==> config.mk <==
export PLATFORM = sky130hd
export DESIGN_NAME = dbus_dual_arbiter
export DESIGN_NICKNAME = d
export VERILOG_FILES = /design/src/rtl/dbus_dual_arbiter.sv
export SDC_FILE = /design/constraint.sdc
export NUM_CORES = 1
export LEC_CHECK = 0
export CORE_AREA = 5 5 123 125
export CTS_BUF_LIST = sky130_fd_sc_hd__clkbuf_8
export CTS_CLUSTER_DIAMETER = 30
export DETAILED_ROUTE_END_ITERATION = 7
export DIE_AREA = 0 0 128 130
export DONT_BUFFER_PORTS = 1
export GPL_TIMING_DRIVEN = 0
export HOLD_SLACK_MARGIN = 0.05
export PLACE_DENSITY = 0.71
export SLEW_MARGIN = 20
export SYNTH_ARGS = -nofsm -noshare
export SYNTH_HDL_FRONTEND = slang
export SYNTH_SLANG_ARGS = --single-unit
==> constraint.sdc <==
create_clock -name clk -period 2.57 [get_ports clk]
set_clock_uncertainty 0.15 [all_clocks]
set_input_delay 0.257 -clock clk [delete_from_list [all_inputs] [get_ports clk]]
set_output_delay 0.257 -clock clk [all_outputs]
set_load 0.05 [all_outputs]
==> src/rtl/dbus_dual_arbiter.sv <==
// Dual-lane data-bus arbiter: serializes two memory-stage requests onto one cache port.
// Define DBUS_ARB_RESP_FWD_EN to forward req_finish/rdata combinationally in the data_ok cycle.
module dbus_dual_arbiter (
   input  logic             clk,
   input  logic             resetn,
   input  logic [1:0]       dreq_valid_i,
   input  logic [1:0][31:0] dreq_addr_i,
   input  logic [1:0][2:0]  dreq_size_i,
   input  logic [1:0][3:0]  dreq_strobe_i,
   input  logic [1:0][31:0] dreq_data_i,
   output logic [1:0]       req_finish_o,
   output logic [1:0][31:0] rdata_o,
   output logic             stall_o,
   input  logic             advance_i,
   input  logic             flush_i,
   output logic             dreq_valid_o,
   output logic [31:0]      dreq_addr_o,
   output logic [2:0]       dreq_size_o,
   output logic [3:0]       dreq_strobe_o,
   output logic [31:0]      dreq_data_o,
   input  logic             dresp_addr_ok_i,
   input  logic             dresp_data_ok_i,
   input  logic [31:0]      dresp_data_i
);

   typedef enum logic [1:0] {IDLE, WAIT_ADDR, WAIT_DATA, DRAIN} state_t;

   state_t           state, state_next;
   logic [1:0]       done, done_next;
   logic [1:0][31:0] rdata, rdata_next;
   logic             killed, killed_next;
   logic             hold_lane;
   logic [31:0]      hold_addr;
   logic [2:0]       hold_size;
   logic [3:0]       hold_strobe;
   logic [31:0]      hold_data;
   logic             sel_valid, sel_lane;
   logic             cur_lane;
   logic             issue_valid;
   logic             complete;
   logic             fwd_hit;
   logic             busy;

   // Lane 1 holds the older instruction, so it always wins.
   always_comb begin
      sel_valid = 1'b0;
      sel_lane  = 1'b0;
      if (dreq_valid_i[1] && !done[1]) begin
         sel_valid = 1'b1;
         sel_lane  = 1'b1;
      end else if (dreq_valid_i[0] && !done[0]) begin
         sel_valid = 1'b1;
      end
   end

   assign cur_lane      = (state == IDLE) ? sel_lane : hold_lane;
   assign issue_valid   = (state == IDLE) ? sel_valid : (state == WAIT_ADDR);
   assign dreq_valid_o  = resetn && issue_valid;
   assign dreq_addr_o   = (state == IDLE) ? dreq_addr_i[sel_lane]   : hold_addr;
   assign dreq_size_o   = (state == IDLE) ? dreq_size_i[sel_lane]   : hold_size;
   assign dreq_strobe_o = (state == IDLE) ? dreq_strobe_i[sel_lane] : hold_strobe;
   assign dreq_data_o   = (state == IDLE) ? dreq_data_i[sel_lane]   : hold_data;

   // killed remembers a flush seen before addr_ok so the accepted request is drained, not recorded.
   always_comb begin
      state_next  = state;
      killed_next = 1'b0;
      complete    = 1'b0;
      case (state)
         IDLE: begin
            killed_next = flush_i;
            if (sel_valid) begin
               if (dresp_addr_ok_i && dresp_data_ok_i) begin
                  complete = !flush_i;
               end else if (dresp_addr_ok_i) begin
                  state_next = flush_i ? DRAIN : WAIT_DATA;
               end else begin
                  state_next = WAIT_ADDR;
               end
            end
         end
         WAIT_ADDR: begin
            killed_next = killed || flush_i;
            if (dresp_addr_ok_i) begin
               if (dresp_data_ok_i) begin
                  complete   = !(killed || flush_i);
                  state_next = IDLE;
               end else begin
                  state_next = (killed || flush_i) ? DRAIN : WAIT_DATA;
               end
            end
         end
         WAIT_DATA: begin
            if (dresp_data_ok_i) begin
               complete   = !flush_i;
               state_next = IDLE;
            end else if (flush_i) begin
               state_next = DRAIN;
            end
         end
         DRAIN: begin
            if (dresp_data_ok_i) state_next = IDLE;
         end
         default: state_next = IDLE;
      endcase
   end

   // A pipeline advance or flush clears the done bits and wins over a same-cycle completion.
   always_comb begin
      done_next  = (advance_i || flush_i) ? 2'b00 : done;
      rdata_next = rdata;
      if (complete) begin
         rdata_next[cur_lane] = dresp_data_i;
         if (!advance_i) done_next[cur_lane] = 1'b1;
      end
   end

   always_ff @(posedge clk or negedge resetn) begin
      if (!resetn) begin
         state       <= IDLE;
         done        <= '0;
         rdata       <= '0;
         killed      <= 1'b0;
         hold_lane   <= 1'b0;
         hold_addr   <= '0;
         hold_size   <= '0;
         hold_strobe <= '0;
         hold_data   <= '0;
      end else begin
         state  <= state_next;
         done   <= done_next;
         rdata  <= rdata_next;
         killed <= killed_next;
         if (state == IDLE && sel_valid) begin
            hold_lane   <= sel_lane;
            hold_addr   <= dreq_addr_i[sel_lane];
            hold_size   <= dreq_size_i[sel_lane];
            hold_strobe <= dreq_strobe_i[sel_lane];
            hold_data   <= dreq_data_i[sel_lane];
         end
      end
   end

`ifdef DBUS_ARB_RESP_FWD_EN
   // Forward only a live WAIT_DATA completion; drained or single-cycle completions come from registers.
   assign fwd_hit = (state == WAIT_DATA) && dresp_data_ok_i && !flush_i;

   always_comb begin
      req_finish_o = done;
      rdata_o      = rdata;
      if (fwd_hit) begin
         req_finish_o[hold_lane] = 1'b1;
         rdata_o[hold_lane]      = dresp_data_i;
      end
   end
`else
   assign fwd_hit      = 1'b0;
   assign req_finish_o = done;
   assign rdata_o      = rdata;
`endif

   assign busy    = (state != IDLE) && !fwd_hit;
   assign stall_o = resetn && ((|(dreq_valid_i & ~req_finish_o)) || busy);

   // The memory stage may only move on once the arbiter is idle (or finishing via forwarding).
   assert property (@(posedge clk) disable iff (!resetn) !(advance_i && busy))
      else $error("advance_i asserted while arbiter busy");

endmodule

==> results of run 1 <==
==> cell families after synthesis <==
family / synth area share (%)
AO/OA/AOI/OAI: 12.4
multiplexers: 23.8
AND/OR/NAND/NOR: 9.27
buffers and inverters: 3.81
flip-flops: 50.7
==> synthesized netlist by cell type, drive strengths merged <==
| cell | count | share of area [%] |
|---|---|---|
| o21ai | 145 | 10 |
| nand4bb | 1 | 0.16 |
| a21oi | 7 | 0.67 |
| o21ba | 1 | 0.14 |
| o211a | 1 | 0.25 |
| or2 | 1 | 0.090 |
| o221ai | 1 | 0.38 |
| buf | 33 | 3.1 |
| a21o | 1 | 0.22 |
| nor2b | 1 | 0.090 |
| and3b | 1 | 0.13 |
| o211ai | 1 | 0.11 |
| nand2 | 145 | 7.8 |
| mux2 | 64 | 14 |
| mux2i | 71 | 10 |
| nand3b | 1 | 0.11 |
| nand3 | 1 | 0.072 |
| nor2 | 4 | 0.25 |
| clkbuf | 13 | 0.70 |
| nand2b | 6 | 0.54 |
| o21a | 2 | 0.22 |
| dfrtp | 141 | 51 |
==> metrics by stage <==
stage               utilization, %  setup WS (ps)  hold slack (ps)  instances
detailed placement            53.7           -365             -184        822
global placement              53.7           -327             -185        822
floorplan                        -          -69.8             -189        642
==> results summary, run 1 <==
The clock sink count came out at 141. The netlist area before placement came out at 6950 um2. The number of synthesis warnings is 0. The flow stopped in 4_1_cts. The number of buffers between clock root and the deepest sink came out at 2.

The number of cells produced by synthesis came out at 642. The vertical die dimension came out at 130 um. The tool reported: "[ERROR RSZ-0060] Max buffer count reached". Counting every net in the synthesized netlist gives 824.

In this run the post-CTS setup repair buffer count came out at 4. The count of input and output buffers came out at 0. The mean cell area of the mapped netlist came out at 10.8 um2. The number of levels the H-tree was split into is 4. The count of hold buffers inserted by post-cts repair is 174. The number of flip-flops and latches in the synthesized netlist is 141. The count of unique library cells instantiated by Yosys came out at 29.

The post-cts resize count is 199. The TritonCTS buffer count came out at 17. The total I/O pin count is 321. The final estimated routing congestion in global placement is 0.842. The initial core utilization came out at 50.5%. The final HPWL from detailed placement came out at 14.5 mm. The cell sitting at the root of the clock tree is a clkbuf_8. The flow did not finish. The sequential element share of the synthesized area came out at 50.7%. The overall die width came out at 128 um. The cell area after placement is 7400 um2. The number of cell rows came out at 43.
==> inputs of run 2 (changes only) <==
==> config.mk (replaced) <==
export PLATFORM = sky130hd
export DESIGN_NAME = dbus_dual_arbiter
export DESIGN_NICKNAME = d
export VERILOG_FILES = /design/src/rtl/dbus_dual_arbiter.sv
export SDC_FILE = /design/constraint.sdc
export NUM_CORES = 1
export LEC_CHECK = 0
export CORE_MARGIN = 5
export CORE_UTILIZATION = 40
export DETAILED_ROUTE_END_ITERATION = 7
export DONT_BUFFER_PORTS = 1
export GPL_TIMING_DRIVEN = 0
export PLACE_DENSITY_LB_ADDON = 0.15
export SLEW_MARGIN = 20
export SYNTH_ARGS = -nofsm -noshare
export SYNTH_HDL_FRONTEND = slang
export SYNTH_SLANG_ARGS = --single-unit
==> run 2 against run 1 <==
  * The flow now finishes, with violations (hold timing)
  * Synthesized area stayed put
  * Synthesized cell count unchanged
==> results summary, run 2 <==
The flow ran to the end, but the final reports show violations. The checks that failed: hold timing. The worst-skew pair later-pin latency is 410 ps.

The number of max-slew violations in the final report came out at 0. The number of levels the H-tree was split into is 4. The area of combinational cells with multiple inputs is 4340 um2. The power density of the placed cells came out at 1090 nW/um2. The count of vias placed by the detailed router is 5,732. The total congestion overflow after global routing came out at 0. The total DRC errors in the routed layout came out at 0.

The largest net degree at the start of global routing is 144. The netlist area before placement is 6950 um2. The post-synthesis net count is 824. The path category of the worst min-delay check is primary input to async pin. The overall die width is 142 um. The final estimated routing congestion in global placement came out at 0.791. Summing all flip-flop and latch instances after layout gives 3530 um2. The count of input and output buffers is 0. The fraction of post-synthesis cell area in the top cell type by area is 50.7%. The combined global-route utilization of all metal layers is 22.0%. The number of cells after detailed placement is 867. The finished layout cell area came out at 10,600 um2. In the routed layout, each cell is associated on average with a via count of 5.45. The count of unique library cells instantiated by Yosys came out at 29. Counting flops and latches in the post-synthesis netlist gives 141.

In the layout the commonest cells are dlygate4sd3_1, nand2_1, dfrtp_1. The kind of start point of the critical path is a flop. In the final layout, the share of cells above drive strength 1 is 33.4%. The routed wire length per instance came out at 21.9 um. The cell sitting at the root of the clock tree is a clkbuf_16. The data arrival at the endpoint of the critical path is 2150 ps. The residual antenna-violating net count after detailed routing came out at 0. The maximum fanout encountered on the critical timing path is 10. The clock-pin slew of the registers on the worst-case setup and hold paths came out at 60 ps. The initial core utilization came out at 40.5%. The smallest clock period supported by the final layout is computed as 2560 ps. Setup violations remaining at the end of the flow were counted as 0. The area overhead of the layout relative to synthesis came out at 52.8%.

The flip-flop count of the largest register, all copies and words added came out at 64. The violation count after the first detailed-route iteration is 227. The wire length of the first global-routing pass is 34.8 mm. The worst register-to-register path has a depth of 6. The count of placed standard cells in the final layout, fillers left out is 1,052. The count of maximum capacitance violations is 0.

The worst IR drop on VDD is 0.803 mV. The final hold violation count came out at 142. Counting flops with an async set or reset pin after synthesis yields a share of 100%. The biggest area contributor in the post-synthesis netlist is dfrtp_1.

The clock sink count came out at 141. The total iterations of the first detailed-routing run is 4. The final worst hold slack came out at -617 ps. The register-to-register path setup slack is 50 ps. The final HPWL from detailed placement came out at 14.6 mm. The worst-margin pin slew came out at 616 ps. After filler insertion, the fill cell instance count of the layout stands at 1,324.

In the synthesized netlist, the cells that appear most often are nand2_1, dfrtp_1, o21ai_0. For the worst setup path, the data required time is 2160 ps. The number of cell rows is 48.

Yosys mapped a number of flops with a built-in enable equal to 0. The critical setup path kind is flop to output port. The post-route fraction of the period consumed by the critical path is 99.6%. The cell area after placement came out at 7460 um2. The upper clock frequency limit is 391 MHz. The initial antenna violation count is 0. The overall die area came out at 20,100 um2. In this run the mean area of a mapped cell was 10.8 um2. The core region is 17,200 um2. The worst setup path is captured at an output port. Counting the buffers created by CTS gives 17.

The relative max-transition margin came out at 58.9%. The total wire length came out at 23.0 mm. The post-layout net count is 995. The analysis attributes to cell leakage a power of 4.46 nW. Sequential cells were found to cover 50.7% of the synthesized design area. The number of global-route vias before repair is 6,181. The vertical die dimension came out at 142 um. The most used flip-flop cell after synthesis is dfrtp_1. In this run the critical register-to-register path is launched from req_finish_o[1]. The leading cell type in the layout, fill and taps excluded is dlygate4sd3_1. Ranked by total cell area, the synthesized netlist is headed by dfrtp_1, mux2_4, mux2i_1. In this run the deepest clock path goes through 2 buffers.

Setup repair after global routing could not meet its margin everywhere. The total I/O pin count is 321. The number of synthesis warnings is 0. The number of cells produced by synthesis came out at 642.

The library cell with the highest instance count after synthesis is nand2_1. The CTS tree is done. The worst register-to-register path ends at hold_data[7].
-- run 2: cell counts after synthesis --
No cell type changed its count.
-- run 2: what timing repair did --
item,in CTS,in global routing
buffers inserted,1,0
endpoints found under the hold margin,266,144
setup endpoints to repair,77,71
resized for setup,182,25
pin swaps,22,3
hold buffers,147,5
-- run 2: cell type report --
cell class / instances / share of cell area, %
clock inverter: 13 / 1.33
timing repair buffer: 153 / 14.4
buffer: 45 / 3.48
clock buffer: 19 / 4.07
sequential: 141 / 33.2
antenna: 1 / 0.0235
tap: 225 / 2.65
multi-input combinational: 455 / 40.8
-- run 2: stage by stage --
stage,setup TNS [ps],util [%],setup WS [ps],total power [mW]
after floorplan,-69.8,-,-69.8,7.96
after global placement,-11880,43.4,-408,8.45
after detailed placement,-12750,43.4,-404,8.53
after CTS,0,60.9,7.49,11.6
after global routing,-322,61.9,-62.4,12.1
final,0,61.9,10.8,11.6
-- run 2: kinds of logic after synthesis --
kind of cell	synth area share (%)
flops	50.7
mux	23.8
simple gates	9.27
buf+inv	3.81
compound gates	12.4
-- run 2: worst max-delay path by stage --
stage	from	endpoint	slack (ps)
detailed placement	req_finish_o[1]	dreq_addr_o[21]	-400
global placement	req_finish_o[1]	dreq_addr_o[21]	-410
finish	req_finish_o[1]	dreq_data_o[7]	10
floorplan	req_finish_o[1]	dreq_addr_o[21]	-70
CTS	state[0]	dreq_addr_o[14]	7
global route	req_finish_o[1]	dreq_strobe_o[1]	-60
-- run 2: layer usage --
metal	part of all wire [%]	vias to the layer above	GRT usage (%)
met4	2.6	0	7.12
li1	-	2566	-
met1	37	2873	25.8
met5	0	-	0
met2	52	249	38.1
met3	8.5	44	7.38
-- run 2: worst max-delay path, cell delays in order (launching register included) --
cell	delay, ps
dfrtp_2	530
nand2b_4	220
buf_12	170
buf_6	250
mux2i_2	370
o21ai_4	180
-- run 2: power breakdown --
group | internal, mW | switching (mW)
Clock | 1.43 | 0.955
Sequential | 3.00 | 2.44
Combinational | 1.53 | 2.27
Total | 5.97 | 5.67
Note: power is estimated with default switching activity, not from simulation.
==> inputs of run 3 (changes only) <==
--- a/config.mk
+++ b/config.mk
@@ -11,7 +11,8 @@
 export DONT_BUFFER_PORTS = 1
 export GPL_TIMING_DRIVEN = 0
 export PLACE_DENSITY_LB_ADDON = 0.15
-export SLEW_MARGIN = 20
+export RECOVER_POWER = 100
+export SLEW_MARGIN = 10
 export SYNTH_ARGS = -nofsm -noshare
 export SYNTH_HDL_FRONTEND = slang
 export SYNTH_SLANG_ARGS = --single-unit
==> run 3 against run 2 <==
  * Largest power group unchanged
  * Hold slack improved by 3.1 ps
  * Sequential power about the same
  * The flow still finishes with violations (hold timing)
  * Routed wire length grew 0.25%
  * Total power is 0.10% lower
  * Non-clock buffer count unchanged
  * Largest cell class unchanged
  * Critical path depth is the same
  * Sequential share of layout area up 0.11 points
==> results summary, run 3 (same netlist as run 2, synthesis figures left out) <==
The run finished, with violations left. The final reports fail on hold timing. The relative max-transition margin is 58.8%. The number of buffers between clock root and the deepest sink is 2. The worst path required time came out at 2160 ps. The total iterations of the first detailed-routing run came out at 5.

Counting every sink on the clock net gives 141. Setup violations remaining at the end of the flow were counted as 0. The largest net degree at the start of global routing came out at 144.

The area overhead of the layout relative to synthesis came out at 52.3%. The initial core utilization came out at 40.5%. The static leakage power is 4.45 nW. The post-route fraction of the period consumed by the critical path came out at 99.5%. The overall die area is 20,100 um2.

In this run the standard cell core region covers 17,200 um2. The count of input and output buffers is 0. The tree is rooted in a clkbuf_16. The initial antenna violation count is 0.

The number of global-route vias before repair came out at 6,181. The overall die width came out at 142 um. The tightest hold path in the finished design has a slack of -614 ps. The final estimated routing congestion in global placement came out at 0.791. The total congestion overflow after global routing is 0.

The total power after layout came out at 11.6 mW. The routed wire length per instance is 22.0 um. The met2 layer wire length in the routed design came out at 11.9 mm. In this run the remaining antenna-violating nets after routing total 0. The combined global-route utilization of all metal layers is 22.0%.

The TritonCTS buffer count is 17. The violation count after the first detailed-route iteration is 206. The total DRC errors in the routed layout is 0.

The sum of negative setup slack is 0 ps. The total wire length came out at 23.1 mm. Prior to clock tree synthesis, the placed netlist has a worst setup slack of -404 ps. The total I/O pin count came out at 321. The maximum fanout encountered on the critical timing path is 10.

Setup repair after global routing could not meet its margin everywhere. The via-per-instance ratio is 5.45. The first global-routing pass estimated 34.8 mm of wire. The filler cell count is 1,331. The capturing element type of the critical path is an output port. The final hold violation count came to 142. STA classifies the critical path startpoint as a flop. The number of max-slew violations in the final report is 0. The clock-pin slew of the registers on the worst-case setup and hold paths came out at 60 ps. At the later pin of the worst-skew pair, clock insertion delay measures 410 ps. Timing would allow up to 391 MHz. After the last flow step, the layout net total stands at 995. The length of routed wiring on met1 came out at 8.76 mm. The post-route minimum period came out at 2560 ps.

The path category of the worst min-delay check is primary input to async pin. For this design the ratio of total power to cell area is 1100 nW/um2. Across the run, the number of max-cap violations was 0.

Across all setup checks in the final design, the least slack found is 13.5 ps. The data arrival at the endpoint of the critical path is 2150 ps. Across the VDD grid, the largest voltage drop is 0.803 mV.

The final HPWL from detailed placement is 14.6 mm. The routed wire length on met3 came out at 1.92 mm. The critical setup path kind is flop to output port. The post-route netlist has 33.1% of its cells at a drive strength greater than 1. The number of cell rows came out at 48. The count of vias placed by the detailed router came out at 5,735. The vertical die dimension came out at 142 um. The clock tree synthesis step divided the H-tree into 4 levels. At the pin with the least slew margin, the transition time is 618 ps. Leaving out fill and tap cells, the most frequent cell in the layout is dlygate4sd3_1. The flip-flop count of the largest register, all copies and words added came out at 64. Leaving out fill and tap cells, the most frequent cells in the layout are dlygate4sd3_1, nand2_1, dfrtp_1. Routed signal wires occupy layers up through met4. TritonCTS built the clock tree.
[run 3: changes by cell type in the layout (fill, tap and decap cells not counted)]
cell | previous run | this run
a21oi_1 | 6 | 7
o221ai_2 | 0 | 1
buf_6 | 14 | 13
clkbuf_2 | 0 | 3
clkbuf_4 | 8 | 9
a21o_4 | 1 | 0
clkbuf_1 | 8 | 9
a21oi_4 | 1 | 0
buf_2 | 9 | 5
a21o_1 | 0 | 1
o221ai_4 | 1 | 0
[run 3: per-stage QoR]
| step | cells | util (%) | instance area (um2) |
|---|---|---|---|
| CTS | 1046 | 60.9 | 10500 |
| global route | 1051 | 61.7 | 10600 |
| finish | 1052 | 61.7 | 10600 |
| detailed placement | 867 | 43.4 | 7460 |
| floorplan | 642 | - | 7180 |
| global placement | 867 | 43.4 | 7460 |
[run 3: final timing paths]
kind                                 start               to  slack (ps)  depth (start not counted)
max in group asynchronous           resetn  req_finish_o[1]        2460                          0
min reg2reg                   hold_addr[0]     hold_addr[0]         330                          2
min in group clk            dreq_size_i[1]     hold_size[1]         -20                          2
min                                 resetn    hold_data[10]        -610                          0
max                        req_finish_o[1]   dreq_data_o[7]          10                          5
max reg2reg                req_finish_o[1]     hold_data[7]          40                          6
[run 3: worst max-delay path: stages, from the launching register on]
cell      delay [ps]
dfrtp_2          530
nand2b_4         220
buf_12           170
buf_6            260
mux2i_2          370
o21ai_4          180
[run 3: final cells by class]
class | instances | area, um2 | area share (%)
multi-input cells | 455 | 4310 | 40.7
flip-flops and latches | 141 | 3530 | 33.3
repair buffers | 153 | 1530 | 14.4
clock buffers | 19 | 433 | 4.09
plain buffers | 45 | 365 | 3.45
well taps | 225 | 282 | 2.66
clock inverters | 13 | 141 | 1.33
diodes | 1 | 2.50 | 0.0236
[run 3: metal layers]
layer  global-route usage (%)  vias to the layer above
met5                        0                        -
met4                     7.12                        0
met3                     7.38                       37
met2                     38.1                      243
met1                     25.8                     2890
li1                         -                     2565
[run 3: power breakdown]
part	switching, mW	total (mW)	internal, mW
combinational	2.27	3.80	1.53
sequential	2.44	5.45	3.00
clock	0.949	2.38	1.43
[run 3: timing repair]
item                                   in CTS  in global routing
pin swaps                                  22                  3
setup endpoints to repair                  77                 71
setup buffers                               1                  0
hold buffers                              147                  5
resized for setup                         182                 25
endpoints found under the hold margin     266                144
